File: config.mk
export PLATFORM = sky130hd
export DESIGN_NAME = wptr_ctrl
export DESIGN_NICKNAME = d
export VERILOG_FILES = /design/src/rtl/wptr_ctrl.sv
export SDC_FILE = /design/constraint.sdc
export NUM_CORES = 1
export LEC_CHECK = 0
export CAP_MARGIN = 10
export CELL_PAD_IN_SITES_DETAIL_PLACEMENT = 0
export CELL_PAD_IN_SITES_GLOBAL_PLACEMENT = 2
export CORE_MARGIN = 4
export CORE_UTILIZATION = 29
export CTS_BUF_LIST = sky130_fd_sc_hd__clkbuf_8
export DETAILED_ROUTE_END_ITERATION = 16
export GPL_ROUTABILITY_DRIVEN = 0
export HOLD_SLACK_MARGIN = 0.08
export PLACE_DENSITY_LB_ADDON = 0.1
export REMOVE_ABC_BUFFERS = 1
export SLEW_MARGIN = 0
export SYNTH_ARGS = -nofsm -noshare
export SYNTH_HDL_FRONTEND = slang
export SYNTH_SLANG_ARGS = --single-unit
File: constraint.sdc
create_clock -name wclk -period 2.57 [get_ports wclk]
set_clock_uncertainty 0.2 [all_clocks]
set_input_delay 0.257 -clock wclk [delete_from_list [all_inputs] [get_ports wclk]]
set_output_delay 0.257 -clock wclk [all_outputs]
set_load 0.03 [all_outputs]
File: src/rtl/wptr_ctrl.sv
// wptr_ctrl: write-side pointer controller for the dual-clock AXIS FIFO.
// Tracks the binary write pointer and the committed pointer. Only the
// committed pointer is published to the read domain, as a registered gray
// code. The gray read pointer is synchronised into wclk. Registered
// occupancy, full and almost_full are derived from that synchronised pointer.
// In packet mode, writes stay private until w_last commits them. w_drop
// rewinds the write pointer to the last commit point.
// SYNC_STAGES must be at least 2.

module wptr_ctrl #(
  parameter int PTR_WIDTH   = 4,
  parameter int SYNC_STAGES = 2,
  parameter int PKT_MODE    = 0
) (
  input  logic                 wclk,
  input  logic                 wrst_n,
  input  logic                 w_en,
  input  logic                 w_last,
  input  logic                 w_drop,
  input  logic [PTR_WIDTH:0]   g_rptr_async,
  input  logic [PTR_WIDTH:0]   afull_thr,
  input  logic                 ovf_clr,
  output logic                 wr_ok,
  output logic [PTR_WIDTH-1:0] waddr,
  output logic [PTR_WIDTH:0]   g_wptr,
  output logic                 full,
  output logic                 almost_full,
  output logic [PTR_WIDTH:0]   usedw,
  output logic                 overflow
);

  localparam int AW = PTR_WIDTH + 1;
  localparam logic [AW-1:0] DEPTH = {1'b1, {PTR_WIDTH{1'b0}}};
  localparam logic [AW-1:0] ZERO  = {AW{1'b0}};
  localparam logic [AW-1:0] ONE   = {{PTR_WIDTH{1'b0}}, 1'b1};
  localparam logic          PKT   = (PKT_MODE != 0) ? 1'b1 : 1'b0;

  function automatic logic [AW-1:0] bin2gray(input logic [AW-1:0] b);
    return b ^ (b >> 1);
  endfunction

  function automatic logic [AW-1:0] gray2bin(input logic [AW-1:0] g);
    logic [AW-1:0] b;
    b[AW-1] = g[AW-1];
    for (int i = AW - 2; i >= 0; i--) begin
      b[i] = b[i+1] ^ g[i];
    end
    return b;
  endfunction

  logic [AW-1:0] r_b_wptr;
  logic [AW-1:0] r_b_cptr;
  logic [AW-1:0] r_g_wptr;
  logic [AW-1:0] r_sync [SYNC_STAGES];
  logic [AW-1:0] r_b_rptr_sync;
  logic          r_full;
  logic          r_almost_full;
  logic [AW-1:0] r_usedw;
  logic          r_overflow;

  logic          w_drop_eff;
  logic          w_acc;
  logic          w_ovf_att;
  logic [AW-1:0] w_wptr_inc;
  logic [AW-1:0] w_b_wptr_next;
  logic [AW-1:0] w_b_cptr_next;
  logic [AW-1:0] w_used_next;

  // Acceptance, next-pointer selection (drop / commit) and next occupancy.
  always_comb begin
    w_drop_eff    = 1'b0;
    w_acc         = 1'b0;
    w_ovf_att     = 1'b0;
    w_wptr_inc    = ZERO;
    w_b_wptr_next = r_b_wptr;
    w_b_cptr_next = r_b_cptr;
    w_used_next   = ZERO;

    w_drop_eff = PKT & w_drop;
    w_acc      = w_en & ~r_full & ~w_drop_eff;
    w_ovf_att  = w_en &  r_full & ~w_drop_eff;
    w_wptr_inc = r_b_wptr + ONE;

    // A drop rewinds to the commit point; it also forces w_acc low.
    if (w_drop_eff) begin
      w_b_wptr_next = r_b_cptr;
    end else if (w_acc) begin
      w_b_wptr_next = w_wptr_inc;
    end else begin
      w_b_wptr_next = r_b_wptr;
    end

    if (PKT) begin
      if (w_acc && w_last) begin
        w_b_cptr_next = w_wptr_inc;
      end else begin
        w_b_cptr_next = r_b_cptr;
      end
    end else begin
      w_b_cptr_next = w_b_wptr_next;
    end

    // Uncommitted words still occupy RAM, so count from the write pointer.
    w_used_next = w_b_wptr_next - r_b_rptr_sync;
  end

  // Read-pointer synchroniser chain, followed by a registered gray-to-binary stage.
  always_ff @(posedge wclk or negedge wrst_n) begin
    if (!wrst_n) begin
      for (int i = 0; i < SYNC_STAGES; i++) begin
        r_sync[i] <= ZERO;
      end
      r_b_rptr_sync <= ZERO;
    end else begin
      r_sync[0] <= g_rptr_async;
      for (int i = 1; i < SYNC_STAGES; i++) begin
        r_sync[i] <= r_sync[i-1];
      end
      r_b_rptr_sync <= gray2bin(r_sync[SYNC_STAGES-1]);
    end
  end

  // Pointers, published gray pointer and status registers.
  always_ff @(posedge wclk or negedge wrst_n) begin
    if (!wrst_n) begin
      r_b_wptr      <= ZERO;
      r_b_cptr      <= ZERO;
      r_g_wptr      <= ZERO;
      r_full        <= 1'b0;
      r_almost_full <= 1'b0;
      r_usedw       <= ZERO;
    end else begin
      r_b_wptr      <= w_b_wptr_next;
      r_b_cptr      <= w_b_cptr_next;
      r_g_wptr      <= bin2gray(w_b_cptr_next);
      r_full        <= (w_used_next == DEPTH);
      r_almost_full <= (w_used_next >= afull_thr);
      r_usedw       <= w_used_next;
    end
  end

  // Sticky overflow flag; a new attempt wins over a same-cycle clear.
  always_ff @(posedge wclk or negedge wrst_n) begin
    if (!wrst_n) begin
      r_overflow <= 1'b0;
    end else if (w_ovf_att) begin
      r_overflow <= 1'b1;
    end else if (ovf_clr) begin
      r_overflow <= 1'b0;
    end else begin
      r_overflow <= r_overflow;
    end
  end

  assign wr_ok       = w_acc;
  assign waddr       = r_b_wptr[PTR_WIDTH-1:0];
  assign g_wptr      = r_g_wptr;
  assign full        = r_full;
  assign almost_full = r_almost_full;
  assign usedw       = r_usedw;
  assign overflow    = r_overflow;

endmodule

Word level (Yosys, flattened, before mapping)
Index checks and enable logic that the tools add are counted.

Bits in latches: 0. Logic and storage cells: 25. Output and inout port bits: 18. Memories: 0. Register bits: 33. Bits in writable memories: 0. Memory bits (read-only): 0.

Reductions and logical operators: 1. Divide/modulo/power cells: 0. Bitwise logic cells: 8. Multiplexer cells: 3. $mul: 0. Equality and inequality tests: 1. Add/subtract/negate cells: 2. Order comparisons: 1. Shift operators: 0.

Operators by type and width (number): adder 5 x 1 -> 5 bit (second input constant) (1); equality test 5 bit (second input constant) (1); greater-or-equal comparator 5 bit (1); two-way mux 5 bit (1); subtractor 5 bit (1); XOR 5 x 4 -> 5 bit (1); XOR 1 bit (4); bitwise AND 1 bit (2); two-way mux 1 bit (2); nonzero test 2 bit (1); inverter 1 bit (1).

Logic depth before layout (Yosys ltp)
Depth in word-level cells: 5. Gate-level depth with buffers: 13.

Worst setup path before layout
OpenSTA, ideal clock, no wires.

Kind: reg-to-reg. Start point: reg r_full, in the netlist full. End point: reg r_almost_full, in the netlist almost_full. Data required time: 2244 ps. Cell stages (with the launch flop): 14. Period minus slack after synthesis: 3001 ps. Setup slack: -431 ps. Library setup time: 126 ps. Arrival: 2676 ps. Cells stage by stage: dfrtp_1 -> nor2b_1 -> buf_2 -> nand2_1 -> o21ai_0 -> inv_1 -> fa_1 -> nand2b_1 -> a21oi_1 -> xnor2_1 -> xnor2_1 -> ha_1 -> nor2_1 -> a21oi_1.

Longest elaborated chain between the ends: 5.

RTL lines: from (decl) (RTL line 56) `logic r_full;`; from (signal assigned) (RTL line 136) `r_full <= (w_used_next == DEPTH);`; inverter 1 bit (RTL line 80) `w_acc = w_en & ~r_full & ~w_drop_eff;`; bitwise AND 1 bit (RTL line 80); net wr_ok (RTL line 23) `output logic wr_ok,`; two-way mux 5 bit (RTL line 87) `end else if (w_acc) begin`; net w_b_cptr_next[1] (RTL line 66) `logic [AW-1:0] w_b_cptr_next;`; subtractor 5 bit (RTL line 104) `w_used_next = w_b_wptr_next - r_b_rptr_sync;`; net w_used_next[4] (RTL line 67) `logic [AW-1:0] w_used_next;`; greater-or-equal comparator 5 bit (RTL line 137) `r_almost_full <= (w_used_next >= afull_thr);`; to (signal assigned) (RTL line 137); to (decl) (RTL line 57) `logic r_almost_full;`.

The timed path passes the listed nets, and every way through them passes these cells. A chain may end at the register's enable or synchronous reset.

Worst setup path after layout
Start point: reg r_full, in the netlist full. End point: reg r_almost_full, in the netlist almost_full.

Longest elaborated chain between the ends: 5.

RTL lines (RTL line): inverter 1 bit (80); bitwise AND 1 bit (80); two-way mux 5 bit (87); subtractor 5 bit (104); net w_used_next[4] (67); greater-or-equal comparator 5 bit (137).

The timed path passes the listed nets, and every way through them passes these cells.

==> results.json <==
{
  "status": "finished, final reports clean",
  "area.growth.synth_to_final_pct": 57.7,
  "p_leak_uw": 0.000971,
  "cp_cell_sequence": "nor2b_1, buf_4, xnor2_2, ha_2, fa_2, nand2b_4, a21oi_4, xnor2_2, xnor2_2, ha_1, nor2_1, a21oi_1",
  "core_area_um2": 4380,
  "globalRouteOverflowTotal": 0,
  "synthTopCellsByArea": "dfrtp_1 (61%), ha_1 (9.5%), xnor2_1 (7.3%)",
  "cts_root_buf": "clkbuf_8",
  "ctsHoldBuffers": 0,
  "grt_max_degree": 33,
  "clock_path_buffers": 2,
  "avgRoutedWirePerCell_um": 11.9,
  "ir_drop_uv": 526,
  "firstDrtPassIters": 4,
  "cp_max_fo": 6,
  "grt_usage_pct": 10.3,
  "crit_arrival_ns": 2.52,
  "drt_first_iter_violations": 29,
  "tightest_slew_ns": 0.420,
  "grt_pass1_wl_mm": 4.15,
  "dpl.hpwl_mm": 1.82,
  "end_kind": "register",
  "synth.avg_cell_area_um2": 12.2,
  "utilization_pct": 47.4,
  "synth_cell_type_count": 18,
  "drtAntennaViolNets": 0,
  "synth_area_um2": 1320,
  "synth_top_area_share_pct": 60.8,
  "htreeDepth": 2,
  "rsz0062_at_grt": "true",
  "hp-class": "in2reg",
  "yosysTopAreaCell": "dfrtp_1",
  "start_util_pct": 30.1,
  "fmax_mhz": 392,
  "critPathKind": "reg2reg",
  "die-height_um": 75.4,
  "ys_ff_latch": 32,
  "cp_slowest_stage_delay_ns": 0.38,
  "synthCells": 108,
  "clkLatencyLatePin_ns": 0.28,
  "rows": 24,
  "antenna_found_initial": 0,
  "slew_headroom_pct": 72.0,
  "grt_pass1_vias": 943,
  "p_per_area_nw_per_um2": 1630,
  "critPathLaunchType": "register",
  "nets": 193,
  "vias_per_cell": 4.11,
  "cts_tree": "built",
  "wl_mm": 2.61,
  "slew_viol_final": 0,
  "setup_viol": 0,
  "drv_cap": 0,
  "post-route-period-util_pct": 99.1,
  "final_area_um2": 2080,
  "place_area_um2": 1810,
  "fin_tns_setup_ns": 0,
  "cp.required_ns": 2.54,
  "fin_crit_ns": 2.55,
  "dieArea_um2": 5690,
  "numCtsBuffers": 5,
  "drive_above_1_share_pct": 29.3,
  "clock-sinks": 32,
  "final-hold-violation-count": 0,
  "drc_errors": 0,
  "fp.dieW_um": 75.4,
  "yosysSeqAreaShare_pct": 60.8,
  "diodes": 0,
  "pin_count": 34,
  "via_count": 900,
  "clk_pin_slew_ns": 0.07,
  "crit_top_cell": "xnor2_2",
  "io_buffers": 31,
  "cp_slowest_cell": "dfrtp_1",
  "yosysWarnings": 0
}
## per-layer routing
metal / wire (um) / vias to the layer above / GRT usage, %
li1: - / 455 / -
met2: 1300 / 23 / 17.4
met5: 0 / - / 0
met4: 56 / 0 / 5.83
met3: 176 / 6 / 4.35
met1: 1080 / 416 / 10.9
## stage by stage
stage          power [uW]  setup slack (ns)  hold slack, ns  cells
2_1_floorplan        1780            -0.865          -0.239    106
3_3_place_gp         2490            -0.483           0.134    206
3_5_place_dp         2510            -0.564           0.136    206
4_1_cts              3270            -0.108           0.122    219
5_1_grt              3640           -0.0659           0.139    219
6_report             3400            0.0220           0.123    219
## cell usage in the layout, fill, tap and decap left out, types with 2 or more instances in the layout
cell	synthesis	final
nor2_1	4	2
ha_4	0	2
a21oi_1	6	4
nand2_1	6	6
nor2_2	0	2
o21ai_0	6	4
ha_1	10	7
xor2_1	6	6
buf_4	0	22
xnor2_2	0	7
clkbuf_8	0	5
nor2b_1	2	2
nand4_1	2	2
xnor2_1	11	4
clkdlybuf4s50_1	0	30
dfrtp_1	32	32
inv_1	15	14
## flip-flops by register name, indices dropped and copies added (netlist names)
register       flops
almost_full        1
full               1
g_wptr             4
overflow           1
r_b_rptr_sync      5
r_b_wptr           5
r_sync            10
usedw              5
## cell type report
| cell class | instances | area [um2] |
|---|---|---|
| Tap cell | 52 | 65.1 |
| Fill cell | 398 | 2310 |
| Clock buffer | 5 | 68.8 |
| Sequential cell | 32 | 801 |
| Inverter | 15 | 56.3 |
| Multi-Input combinational cell | 59 | 571 |
| Timing Repair Buffer | 53 | 474 |
| Clock inverter | 3 | 42.5 |
## logic make-up after synthesis
kind of cell / share of synthesized area, %
flops: 60.8
compound gates: 5.13
buf+inv: 5.03
fa+ha+maj: 11.0
xor+xnor: 11.3
simple gates: 6.74
## final timing paths
path	cells after the start	endpoint	from	slack, ns
hold reg to reg	0	r_sync[4]$_DFF_PN0_	r_sync[9]$_DFF_PN0_	0.15
setup / recovery	12	almost_full$_DFF_PN0_	full$_DFF_PN0_	0.02
min in group asynchronous	2	overflow$_DFFE_PN0P_	wrst_n	0.17
setup reg to reg	12	almost_full$_DFF_PN0_	full$_DFF_PN0_	0.02
hold / removal	3	overflow$_DFFE_PN0P_	w_en	0.12
max in group asynchronous	2	r_b_rptr_sync[1]$_DFF_PN0_	wrst_n	1.68
## synthesized netlist by cell type
master    number
a21oi_1        6
nor4b_1        1
o21ai_0        6
nand2b_1       2
nand4_1        2
a21o_1         1
nor2_1         4
nand2_1        6
nand3_1        1
inv_1         15
fa_1           1
ha_1          10
clkbuf_2       1
nor2b_1        2
xnor2_1       11
xor2_1         6
dfrtp_1       32
buf_2          1
## worst max-delay path, delay by kind of cell (launching register included)
kind	cells	cell delay [ns]
XOR/XNOR	3	0.37
adder cells (fa/ha/maj)	3	0.79
AO/OA/AOI/OAI	2	0.18
buffers and inverters	1	0.16
flip-flops	1	0.38
AND/OR/NAND/NOR	3	0.36
## timing repair
action                                  4_1_cts  5_1_grt
endpoints found under the setup margin        2        3
buffers inserted                              5        0
pin swaps                                     9        7
gates resized for setup                      13       10
## where the power goes
group          leakage (uW)  switching, uW  internal (uW)  total [uW]
clock             0.0000541            187            286         473
combinational      0.000537           1040           1120        2160
sequential         0.000380           91.1            676         767
total              0.000971           1320           2080        3400
(Power assumes the default switching activity.)
